--- src/rtl/rtmc_pwm_bank.sv ---
// N-pair complementary PWM generator: edge/center counter, double-buffered
// period/duty/deadtime, per-pair deadtime insertion and latched fault shutdown.
module rtmc_pwm_bank #(
  parameter  int N_PAIR = 2,
  parameter  int CNT_W  = 12,
  parameter  int DT_W   = 4,
  localparam int AW     = $clog2(N_PAIR + 3),
  localparam int MW     = 2 * N_PAIR
) (
  input  logic             clk,
  input  logic             rst_n,
  input  logic             cfg_we,
  input  logic [AW-1:0]    cfg_addr,
  input  logic [CNT_W-1:0] cfg_wdata,
  output logic [CNT_W-1:0] cfg_rdata,
  input  logic             fault,
  output logic             sync_out,
  output logic [MW-1:0]    mc,
  output logic [MW-1:0]    mc_oe
);
  localparam int RW = DT_W + 1;

  logic             en_q, center_q, fault_latched_q;
  logic [CNT_W-1:0] period_q, period_act_q;
  logic [DT_W-1:0]  dt_q, dt_act_q;
  logic [CNT_W-1:0] duty_q     [N_PAIR];
  logic [CNT_W-1:0] duty_act_q [N_PAIR];
  logic [CNT_W-1:0] cnt_q, cnt_d;
  logic             dn_q, dn_d, wrap;
  logic [N_PAIR-1:0] ref_c, ref_prev_q;
  logic [RW-1:0]    run_q [N_PAIR];
  logic [RW-1:0]    run_d [N_PAIR];
  logic [MW-1:0]    mc_q, mc_d;
  logic             sync_q;
  logic             ctrl_wr, clr_wr;

  assign ctrl_wr = cfg_we && (cfg_addr == AW'(0));
  assign clr_wr  = ctrl_wr && cfg_wdata[2];

  // wrap marks the edge into a period start; while disabled the shadows track
  // the programmed values so the enabling edge loads them.
  always_comb begin
    cnt_d = '0;
    dn_d  = 1'b0;
    wrap  = 1'b1;
    if (en_q) begin
      if (!center_q) begin
        if (cnt_q != period_act_q) begin
          cnt_d = cnt_q + CNT_W'(1);
          wrap  = 1'b0;
        end
      end else if (period_act_q != '0) begin
        if (!dn_q && (cnt_q < period_act_q)) begin
          cnt_d = cnt_q + CNT_W'(1);
          wrap  = 1'b0;
        end else begin
          cnt_d = cnt_q - CNT_W'(1);
          if (cnt_q != CNT_W'(1)) begin
            dn_d = 1'b1;
            wrap = 1'b0;
          end
        end
      end
    end
  end

  // run_d counts how many consecutive cycles (including this one) ref has held.
  always_comb begin
    mc_d  = '0;
    ref_c = '0;
    for (int i = 0; i < N_PAIR; i++) begin
      ref_c[i] = (cnt_q < duty_act_q[i]);
      run_d[i] = run_q[i];
      if (!en_q) run_d[i] = '0;
      else if (ref_c[i] != ref_prev_q[i]) run_d[i] = RW'(1);
      else if (run_q[i] != '1) run_d[i] = run_q[i] + RW'(1);
      mc_d[2*i]   = ref_c[i] && (run_d[i] > {1'b0, dt_act_q});
      mc_d[2*i+1] = !ref_c[i] && (run_d[i] > {1'b0, dt_act_q});
    end
    if (!en_q || fault || fault_latched_q) mc_d = '0;
  end

  always_ff @(posedge clk or negedge rst_n) begin
    if (!rst_n) begin
      en_q            <= 1'b0;
      center_q        <= 1'b0;
      fault_latched_q <= 1'b0;
      period_q        <= '0;
      period_act_q    <= '0;
      dt_q            <= '0;
      dt_act_q        <= '0;
      cnt_q           <= '0;
      dn_q            <= 1'b0;
      ref_prev_q      <= '0;
      mc_q            <= '0;
      sync_q          <= 1'b0;
      for (int i = 0; i < N_PAIR; i++) begin
        duty_q[i]     <= '0;
        duty_act_q[i] <= '0;
        run_q[i]      <= '0;
      end
    end else begin
      if (ctrl_wr) begin
        en_q     <= cfg_wdata[0];
        center_q <= cfg_wdata[1];
      end
      if (cfg_we && (cfg_addr == AW'(1))) period_q <= cfg_wdata;
      if (cfg_we && (cfg_addr == AW'(2))) dt_q <= cfg_wdata[DT_W-1:0];
      // A fault in the same cycle as a clear keeps the latch set.
      fault_latched_q <= fault | (fault_latched_q & ~clr_wr);
      if (wrap) begin
        period_act_q <= period_q;
        dt_act_q     <= dt_q;
      end
      cnt_q      <= cnt_d;
      dn_q       <= dn_d;
      ref_prev_q <= en_q ? ref_c : '0;
      mc_q       <= mc_d;
      sync_q     <= en_q && (cnt_q == '0);
      for (int i = 0; i < N_PAIR; i++) begin
        if (cfg_we && (cfg_addr == AW'(i + 3))) duty_q[i] <= cfg_wdata;
        if (wrap) duty_act_q[i] <= duty_q[i];
        run_q[i] <= run_d[i];
      end
    end
  end

  always_comb begin
    cfg_rdata = '0;
    if (cfg_addr == AW'(0)) cfg_rdata[3:0] = {fault_latched_q, 1'b0, center_q, en_q};
    else if (cfg_addr == AW'(1)) cfg_rdata = period_q;
    else if (cfg_addr == AW'(2)) cfg_rdata[DT_W-1:0] = dt_q;
    for (int i = 0; i < N_PAIR; i++) begin
      if (cfg_addr == AW'(i + 3)) cfg_rdata = duty_q[i];
    end
  end

  assign mc       = mc_q & {MW{en_q}};
  assign mc_oe    = {MW{en_q}};
  assign sync_out = sync_q;

endmodule

--- config.mk ---
export PLATFORM = sky130hd
export DESIGN_NAME = rtmc_pwm_bank
export DESIGN_NICKNAME = d
export VERILOG_FILES = /design/src/rtl/rtmc_pwm_bank.sv
export SDC_FILE = /design/constraint.sdc
export NUM_CORES = 1
export LEC_CHECK = 0
export ABC_AREA = 1
export CAP_MARGIN = 10
export CELL_PAD_IN_SITES_DETAIL_PLACEMENT = 0
export CELL_PAD_IN_SITES_GLOBAL_PLACEMENT = 1
export CORE_UTILIZATION = 31
export CTS_BUF_LIST = sky130_fd_sc_hd__clkbuf_4
export DETAILED_ROUTE_END_ITERATION = 12
export PLACE_DENSITY = 0.59
export SETUP_SLACK_MARGIN = 0.2
export SLEW_MARGIN = 20
export SYNTH_ARGS = -nofsm -noshare
export SYNTH_HDL_FRONTEND = slang
export SYNTH_SLANG_ARGS = --single-unit
--- constraint.sdc ---
create_clock -name clk -period 3.15 [get_ports clk]
set_clock_uncertainty 0.05 [all_clocks]
set_input_delay 0.315 -clock clk [delete_from_list [all_inputs] [get_ports clk]]
set_output_delay 0.315 -clock clk [all_outputs]
set_load 0.01 [all_outputs]
# == After elaboration in Yosys (flattened, before gate mapping) ==
# Index checks and enable logic that the tools add are counted.
# totals
word_cells,93
regBits,113
# classes
eq_ne,10
n_bitwise,4
n_reduce_logical,21
n_lt_le_gt_ge,5
muxes,31
add_sub_neg,4
# op_table
op,count
12-bit two-way mux,7
12-bit < comparator,3
5-bit two-way mux,6
4-bit two-way mux,4
8-bit two-way mux,2
12-bit by 1-bit adder with 12-bit output (second input constant),1
1-bit logical AND,12
12-bit logical NOT,1
12-bit by 1-bit inequality test with 1-bit output (second input constant),1
12-bit inequality test,1
12-bit nonzero test,1
12-bit by 1-bit subtractor with 12-bit output (second input constant),1
1-bit two-way mux,11
5-bit by 1-bit adder with 5-bit output (second input constant),2
5-bit by 4-bit > comparator with 1-bit output,2
5-bit inequality test (second input constant),2
3-bit by 2-bit == test with 1-bit output (second input constant),2
4-bit AND,1
1-bit logical NOT,4
3-bit by 1-bit == test with 1-bit output (second input constant),1
3-bit == test (second input constant),1
3-bit logical NOT,1
1-bit logical OR,2
2-bit two-way mux,1
4 further kinds,5

# == Logic depth before layout (Yosys ltp) ==
# Gate-level depths: netlist (run 1).
# depth
word_depth,7
mapped_depth,17

# == Worst setup path before layout (run 1) ==
# OpenSTA, ideal clock, no wires.
# synth_path
kind,register to register
startpoint,reg cnt_q[11]
endpoint,reg mc_q[0]
path_slack_ns,0.559
t_required_ns,2.973
stages_incl_launch_ff,17
setup_ns,0.127
path_buffers,0
arrival_time_ns,2.413
cell_sequence,dfrtp_1 > ha_1 > nand2_1 > nor2_1 > nand2_1 > nor2_1 > nor2_1 > nand2_1 > nand2_1 > nand3_1 > a21oi_1 > ha_1 > a21oi_1 > o21ai_0 > and2_1 > o21ai_0 > a21oi_1
# synth_lines
item,line_no,rtl
from (decl),28,"logic [CNT_W-1:0] cnt_q, cnt_d;"
from (signal assigned),115,cnt_q <= cnt_d;
to (signal assigned),118,mc_q <= mc_d;
to (decl),33,"logic [MW-1:0] mc_q, mc_d;"

==> metrics, run 1 <==
status=finished, final reports clean; Syn-to-layout area delta=15.3%; CP delay by family, top=simple AND/OR/NAND/NOR gates; DIE AREA=0.0214 mm2; CTS tree=yes; Final Hold Vio Count=0; CTS H-tree lvls=4; FP Rows=52; Largest stage delay, worst path=0.47 ns; slowest cell on the critical path=dfrtp_2; data required time of the worst path=3.52 ns; Post-Route WL=16.8 mm; Inst Count DP=1118; slew margin rel.=0.496; r2r setup slk=between 0.4 and 0.5 ns; vias in the first global route=5295; Reg2Reg Depth=15; period utilization=0.869; drt via density=4.61; dpl ws=roughly 0.12 ns; Placeable Area=0.0203 mm2; Worst Tran Pin Value=0.755 ns; post-synthesis cell count=827; reg-to-reg startpoint=cnt_q[11]; total power=4.44 mW; antenna violations before repair=1; Clk Latency, worst-skew pair=0.53 ns; Pwr Density=between 500 and 600 mW/mm2; Port Buffers=39; maximum net fanout on the critical path=6; final setup vio count=0; area of the multi-input gates=~0.0031 mm2; Residual DRC=0; GP Congestion=around 0.81; Synth cell types=32; dominant synthesized flop cell=dfrtp_1; chip width=146 um; Starting Density=0.318; Setup Total Neg Slack=0 ns; filler cell count=2158; hpwl dp=12.4 mm; CP bufs+invs=0; worst-case clock buffer depth=2; WL/cell=14.5 um; Max-Cap Viols=0; register area=0.00283 mm2; syn_nets=roughly 890; Placed Area=between 0.007 and 0.008 mm2; Max VDD drop=about 0.00024 V; clk root buf=clkbuf_4; most frequent CP cell=nand2_1; Boundary Pins=40; Max Clock Freq=365 MHz; first-pass GRT wire length=28.5 mm; Slew Viols, Final=0; First-pass DRT Iterations=5; Total GRT Usage=0.169; Post-synth EDFFs=0; CP arrival=3.10 ns; 1st-iter DRT viols=approximately 300; Critical R2R Capture=mc_q[0]; worst path cell trace=ha_1 > nand2_1 > nor2_1 > nand2_1 > nor2_2 > nand2_1 > nand3_1 > nand3_2 > a21oi_2 > ha_1 > a21oi_1 > o21ai_1 > and2_1 > o21ai_2 > a21oi_1; Non-Filler Instances=1153; min cycle time layout=2.74 ns; commonest non-fill, non-tap cell in the layout=nand2_1; CTS Buf Count=17; Hold Crit Class=input port to async pin; antenna-violating nets left=0; largest net degree at the start of global routing=59; startpoint types=register; final worst slack=0.413 ns; layout cells sized above 1=0.0873; Final #Nets=936; Die H=around 150 um; clock sinks=113; mapped cell area=0.00646 mm2; Ys Warns=0; Crit Path Class=register to register; Async SR Flop Fraction=1.00; Worst-path clk slew=0.12 ns; static leakage=roughly 3.9 nW; commonest non-fill, non-tap cells in the layout=nand2_1, dfrtp_1, inv_1; Seq/Total Area, Yosys=0.438; DR vias=5320; Worst setup EP type=register; grt ovf=0; Design Area, Final=0.00745 mm2; RSZ-0062 raised after global routing=true; syn_area_per_cell=about 8 um2; Synth Register Bits=113
[repair_timing]
item	4_1_cts	5_1_grt
gates resized for setup	5	14
hold buffers	1	0
setup buffers	0	1
endpoints found under the hold margin	34	0
endpoints found under the setup margin	4	4
[power by group]
part	leakage [nW]	switching [mW]	internal [mW]
registers	1.45	0.244	1.74
clock network	0.144	0.598	0.476
logic	2.28	0.864	0.522
[stage by stage]
stage          utilization  hold WS, ns
6_report             0.367        0.191
5_1_grt              0.367        0.161
4_1_cts              0.364        0.146
3_5_place_dp         0.350        0.205
3_3_place_gp         0.350        0.202
2_1_floorplan            -      -0.0306
[sequential cells by signal, summed over array words and instances, names as in the netlist, 2 cells and up]
| signal | flops |
|---|---|
| dt_q | 4 |
| duty_act_q | 24 |
| period_act_q | 12 |
| dt_act_q | 4 |
| duty_q | 24 |
| mc_q | 4 |
| run_q | 10 |
| period_q | 12 |
| cnt_q | 12 |
| ref_prev_q | 2 |
[worst max path at each step]
stage,start,to,slack (ns),cells after the start
after floorplan,cnt_q[11],mc_q[0],0.56,16
after global placement,cnt_q[11],mc_q[1],0.23,16
after detailed placement,cnt_q[11],mc_q[1],0.12,16
after CTS,cnt_q[11],mc_q[0],0.20,15
after global routing,cnt_q[2],mc_q[0],0.18,16
final,cnt_q[11],mc_q[0],0.41,15
[metal layers]
metal | track usage | wire length, um
met2 | 0.252 | 7270
met5 | 0 | 0
met4 | 0.0536 | 253
met1 | 0.243 | 8700
met3 | 0.0347 | 557
[cell usage after synthesis (6+ instances only)]
cell,instances,area [um2]
nor3_1,7,35.0
buf_2,8,40.0
buf_4,7,52.6
a21oi_1,29,145
o21ai_0,53,265
nand2_1,265,995
inv_1,98,368
buf_6,6,67.6
clkbuf_1,11,41.3
nor2_1,46,173
nand3_1,77,385
ha_1,48,601
nand4_1,7,43.8
dfrtp_1,113,2830
a22oi_1,8,60.1
xor2_1,15,131
[layout make-up]
type                            count  share of cell area
Multi-Input combinational cell    581               0.416
Sequential cell                   113               0.380
Timing Repair Buffer               55              0.0702
Inverter                          101              0.0509
Tap cell                          270              0.0453
Clock inverter                     14              0.0188
Clock buffer                       18              0.0181
Antenna cell                        1            0.000336
[cell families (layout without fill, tap and decap cells)]
kind of cell	after synthesis	in the layout	synth area share
other	0	1	0
xor gates and xnor gates	18	18	0.0244
and+or+nand+nor	418	418	0.273
adders and majority gates	48	48	0.0930
buffers and inverters	133	188	0.0899
DFF	113	113	0.438
AOI/OAI and AO/OA	97	97	0.0825
[worst reg2reg max path, cell delays in order (launching register included)]
cell and delay, ns:
dfrtp_2 0.47, ha_1 0.31, nand2_1 0.07, nor2_1 0.13, nand2_1 0.12, nor2_2 0.12
nand2_1 0.10, nand3_1 0.15, nand3_2 0.13, a21oi_2 0.15, ha_1 0.27, a21oi_1 0.14
o21ai_1 0.07, and2_1 0.14, o21ai_2 0.13, a21oi_1 0.09
(Power assumes the default switching activity.)
==> inputs of run 2 (changes only) <==
CELL_PAD_IN_SITES_DETAIL_PLACEMENT = 1   (was 0)
CELL_PAD_IN_SITES_GLOBAL_PLACEMENT = 2   (was 1)
CORE_MARGIN = 2   (was unset)
PLACE_DENSITY = 0.71   (was 0.59)
==> metrics, run 2 (same netlist as run 1, synthesis figures left out) <==
sequential fraction of design power=0.415 (-0.031); clock sinks=113 (unchanged); RSZ-0062 raised after global routing=false; Net Switching=1.71 mW (+0.21%); final setup vio count=0 (unchanged); drt via density=4.72 (+2.3%); Hold Crit Class=input port to register; Max VDD drop=0.000231 V (-4.7%); Design Area, Final=0.00757 mm2 (+1.6%); antenna violations before repair=1 (unchanged); met2 wire len=8.44 mm (+16%); DIE AREA=0.0220 mm2 (+2.8%); Max-Cap Viols=0 (unchanged); largest net degree at the start of global routing=54 (-8.5%); WL met3=436 um (-22%); min cycle time layout=2.73 ns (-0.0107 ns); Worst-path clk slew=0.11 ns (about the same); Setup Total Neg Slack=0 ns (unchanged); Worst Tran Pin Value=0.722 ns (-0.0322 ns); GP Congestion=0.842 (+3.9%); DR vias=5454 (+2.5%); maximum net fanout on the critical path=7 (+1); Slew Viols, Final=0 (unchanged); CTS tree=yes; metal1 wirelength=8.81 mm (+1.2%); chip width=148 um (+1.4%); worst-case clock buffer depth=2 (unchanged); Largest regs=duty_act_q x24, duty_q x24; Starting Density=0.317 (-0.00102); antenna-violating nets left=0 (unchanged); Crit Path Class=register to register; grt ovf=0 (unchanged); Pwr Density=631 mW/mm2 (+5.9%); commonest non-fill, non-tap cells in the layout=nand2_1, dfrtp_1, inv_1; slew margin rel.=0.518 (+0.0227); status=finished, final reports clean; Clk Latency, worst-skew pair=0.52 ns (about the same); data required time of the worst path=3.50 ns (-0.02 ns); Reg2Reg Depth=16 (+1); Largest stage delay, worst path=0.48 ns (about the same); first-pass GRT wire length=30.4 mm (+6.9%); slowest cell on the critical path=dfrtp_2; 1st-iter DRT viols=217 (-27%); hpwl dp=13.5 mm (+9.4%); startpoint types=register; Max Clock Freq=367 MHz (+0.39%); Sw Ratio=0.358 (-0.0262); Critical R2R Capture=mc_q[0]; Placeable Area=0.0204 mm2 (+0.32%); Syn-to-layout area delta=17.2%; clk root buf=clkbuf_4; most frequent CP cell=nand2_1; Placed Area=0.00711 mm2 (+0.11%); period utilization=0.865 (-0.00340); CP delay by family, top=simple AND/OR/NAND/NOR gates; Final Hold Vio Count=0 (unchanged); Clk pwr share=0.286 (+0.044); layout cells sized above 1=0.0927 (+0.00535); FP Rows=52 (unchanged); WP depth=16 (+1); Final #Nets=940 (+0.43%); reg-to-reg startpoint=cnt_q[7]; WL/cell=15.5 um (+6.6%); Post-Route WL=17.9 mm (+6.9%); r2r setup slk=0.42 ns (about the same); uppermost layer routed=met4; Total GRT Usage=0.174 (+0.00540); First-pass DRT Iterations=4 (-1); Port Buffers=39 (unchanged); CP arrival=3.07 ns (-0.03 ns); crit path to=mc_q[0]; Setup crit start=cnt_q[7]; CTS H-tree lvls=4 (unchanged); CP bufs+invs=0 (unchanged); CTS Buf Count=17 (unchanged); Boundary Pins=40 (unchanged); Worst setup EP type=register; Int Power=3.07 mW (+12%); Combinational Power Share=0.299 (-0.013); Residual DRC=0 (unchanged); worst path cell trace=ha_1 > nand2_1 > nand2_1 > nand2_1 > nand3_1 > nor2_4 > nand2_2 > nand2_2 > nand3_2 > a21oi_2 > ha_1 > a21oi_2 > o21ai_0 > and2_1 > o21ai_2 > a21oi_1; static leakage=3.95 nW (+1.7%); commonest non-fill, non-tap cell in the layout=nand2_1; Die H=148 um (+1.4%); vias in the first global route=5991 (+13%)
-- run 2: changes by cell type in the layout (fill, tap and decap cells not counted), sizes merged --
cell and delta:
buf +4, bufinv +4, clkbuf +1, clkinv -2, clkinvlp -3, inv -1
-- run 2: power by group through the flow --
stage / clock network, mW / registers (mW) / logic [mW]
3_5_place_dp: 0 / 2.01 / 1.39
3_3_place_gp: 0 / 2.00 / 1.34
2_1_floorplan: 0 / 1.92 / 1.01
5_1_grt: 1.46 / 2.03 / 1.66
6_report: 1.37 / 1.98 / 1.43
4_1_cts: 1.41 / 1.98 / 1.42
-- run 2: area by class of cell --
class | instances | area (um2)
fill | 2476 | 12800
multi-input combinational | 581 | 3110
sequential | 113 | 2830
timing repair buffer | 59 | 553
inverter | 101 | 379
tap | 270 | 338
clock inverter | 12 | 213
clock buffer | 19 | 143
antenna | 1 | 2.50
-- run 2: worst reg2reg max path, stage by stage (launching register included) --
cell     delay, ns
dfrtp_2       0.48
ha_1          0.31
nand2_1       0.08
nand2_1       0.05
nand2_1       0.07
nand3_1       0.11
nor2_4        0.16
nand2_2       0.10
nand2_2       0.09
nand3_2       0.10
a21oi_2       0.16
ha_1          0.29
a21oi_2       0.14
o21ai_0       0.07
and2_1        0.14
o21ai_2       0.12
a21oi_1       0.08
-- run 2: worst min-delay path by stage --
stage	startpoint	end	slack [ns]	cells after the start
6_report	cfg_wdata[4]	period_q[4]	0.33	3
5_1_grt	cfg_wdata[4]	period_q[4]	0.30	3
4_1_cts	cfg_wdata[4]	period_q[4]	0.27	3
3_5_place_dp	rst_n	cnt_q[4]	0.38	1
3_3_place_gp	rst_n	cnt_q[4]	0.38	1
2_1_floorplan	rst_n	center_q	-0.03	0
-- run 2: timing repair --
item                       4_1_cts  5_1_grt
gates resized for setup          8       14
setup endpoints to repair        4        4
hold buffers                     1        0
pin swaps                        1        1
buffers inserted                 0        4
hold endpoints to repair        51        0
-- run 2: metal layers --
| metal | vias to the layer above | track usage |
|---|---|---|
| li1 | 2735 | - |
| met3 | 12 | 0.0334 |
| met5 | - | 0 |
| met2 | 69 | 0.293 |
| met1 | 2638 | 0.229 |
| met4 | 0 | 0.0476 |
-- run 2: per-stage QoR --
step | std cells | setup slack [ns] | hold slack (ns) | power (mW) | util
floorplan | 827 | 0.559 | -0.0306 | 2.92 | -
global placement | 1119 | 0.218 | 0.384 | 3.33 | 0.349
detailed placement | 1119 | 0.0205 | 0.380 | 3.40 | 0.349
CTS | 1151 | 0.202 | 0.267 | 4.81 | 0.368
global route | 1156 | 0.195 | 0.305 | 5.15 | 0.372
finish | 1156 | 0.424 | 0.326 | 4.77 | 0.372
==> inputs of run 3 (changes only) <==
MAX_ROUTING_LAYER = met4   (was unset)
==> metrics, run 3 (same netlist as run 1, synthesis figures left out) <==
Residual DRC=0 (unchanged); CP arrival=3.07 ns (about the same); Largest regs=duty_act_q x24, duty_q x24; Syn-to-layout area delta=16.9%; data required time of the worst path=3.50 ns (about the same); status=finished, final reports clean; Placed Area=0.00711 mm2 (unchanged); Worst-path clk slew=0.11 ns (about the same); min cycle time layout=2.72 ns (-0.00837 ns); DIE AREA=0.0220 mm2 (unchanged); area of the multi-input gates=0.00311 mm2 (unchanged); startpoint types=register; Worst setup EP type=register; filler cell count=2477 (+0.040%); grt ovf=0 (unchanged); RSZ-0062 raised after global routing=false; drt via density=4.73 (+0.21%); Crit Path Class=register to register; Worst Tran Pin Value=0.717 ns (-0.00551 ns); Starting Density=0.317 (unchanged); Max Clock Freq=368 MHz (+0.31%); first-pass GRT wire length=30.4 mm (unchanged); First-pass DRT Iterations=4 (unchanged); hpwl dp=13.5 mm (unchanged); final setup vio count=0 (unchanged); layout cells sized above 1=0.0906 (-0.00206); clock sinks=113 (unchanged); Final #Nets=938 (-0.21%); worst path cell trace=ha_1 > nand2_1 > nor2_2 > nand2_1 > nand3_1 > nor2_4 > nand2_2 > nand2_2 > nand3_2 > a21oi_2 > ha_1 > a21oi_2 > o21ai_0 > and2_1 > o21ai_2 > a21oi_1; static leakage=3.94 nW (-0.28%); Port Buffers=39 (unchanged); register area=0.00283 mm2 (unchanged); Clk Latency, worst-skew pair=0.52 ns (about the same); vias in the first global route=5995 (+0.067%); Post-Route WL=17.9 mm (-0.41%); worst-case clock buffer depth=2 (unchanged); dpl ws=0.0205 ns (unchanged); Largest stage delay, worst path=0.45 ns (-0.03 ns); clk root buf=clkbuf_4; Max-Cap Viols=0 (unchanged); chip width=148 um (unchanged); Slew Viols, Final=0 (unchanged); CTS Buf Count=17 (unchanged); final worst slack=0.433 ns (+0.00837 ns); Die H=148 um (unchanged); Setup Total Neg Slack=0 ns (unchanged); Boundary Pins=40 (unchanged); Design Area, Final=0.00755 mm2 (-0.20%); WL/cell=15.5 um (-0.24%); CTS H-tree lvls=4 (unchanged); Max VDD drop=0.000231 V (about the same); Placeable Area=0.0204 mm2 (unchanged); DR vias=5456 (+0.037%); Total GRT Usage=0.179 (+0.00530); Final Hold Vio Count=0 (unchanged); commonest non-fill, non-tap cell in the layout=nand2_1; period utilization=0.863 (-0.00266); antenna-violating nets left=0 (unchanged); CTS tree=yes; maximum net fanout on the critical path=4 (-3); slew margin rel.=0.521 (+0.00251); Hold Crit Class=input port to register; GP Congestion=0.855 (+1.6%); largest net degree at the start of global routing=54 (unchanged); commonest non-fill, non-tap cells in the layout=nand2_1, dfrtp_1, inv_1; slowest cell on the critical path=dfrtp_2; Pwr Density=631 mW/mm2 (about the same); 1st-iter DRT viols=209 (-3.7%); antenna violations before repair=1 (unchanged); FP Rows=52 (unchanged); total power=4.77 mW (-0.10%)
run 3: repair_timing:
item | in CTS | in global routing
endpoints found under the setup margin | 4 | 4
hold buffers | 1 | 0
hold endpoints to repair | 51 | 0
gates cloned | 0 | 0
pin swaps | 1 | 1
gates resized for setup | 8 | 14
buffers inserted | 0 | 2
run 3: worst paths after layout:
path | from | endpoint | slack, ns | depth (start not counted)
hold reg to reg | period_act_q[2] | period_act_q[2] | 0.47 | 2
setup / recovery | cnt_q[11] | mc_q[0] | 0.43 | 16
max in group asynchronous | rst_n | dt_q[0] | 1.76 | 4
min in group asynchronous | rst_n | cnt_q[8] | 0.33 | 2
hold / removal | cfg_wdata[4] | period_q[4] | 0.32 | 3
setup reg to reg | cnt_q[11] | mc_q[0] | 0.43 | 16
run 3: power by group:
part           total (mW)  internal [mW]  switching [mW]  leakage, nW
combinational        1.42          0.530           0.894         2.30
clock                1.36          0.797           0.567        0.187
sequential           1.98           1.74           0.244         1.45
run 3: critical path: cells and delay by family, from the launching register on:
| family | cells | cell delay [ns] |
|---|---|---|
| flip-flops | 1 | 0.45 |
| adder cells (fa/ha/maj) | 2 | 0.59 |
| AO/OA/AOI/OAI | 5 | 0.57 |
| AND/OR/NAND/NOR | 9 | 0.91 |
run 3: metrics by stage:
step / instances / hold slack (ns) / util
after global placement: 1119 / 0.384 / 0.349
after detailed placement: 1119 / 0.380 / 0.349
after floorplan: 827 / -0.0306 / -
final: 1154 / 0.321 / 0.371
after CTS: 1151 / 0.267 / 0.368
after global routing: 1154 / 0.305 / 0.371
run 3: area by class of cell:
| class | instances | area share |
|---|---|---|
| Antenna cell | 1 | 0.000331 |
| Clock buffer | 19 | 0.0189 |
| Clock inverter | 12 | 0.0282 |
| Inverter | 101 | 0.0502 |
| Multi-Input combinational cell | 581 | 0.411 |
| Sequential cell | 113 | 0.375 |
| Tap cell | 270 | 0.0447 |
| Timing Repair Buffer | 57 | 0.0712 |
run 3: metal layers:
| layer | track usage | share of wire | routed length (um) |
|---|---|---|---|
| met4 | 0.0476 | 0.014 | 246 |
| met3 | 0.0322 | 0.021 | 378 |
| met2 | 0.293 | 0.47 | 8380 |
| met1 | 0.231 | 0.50 | 8860 |
| met5 | - | 0 | 0 |
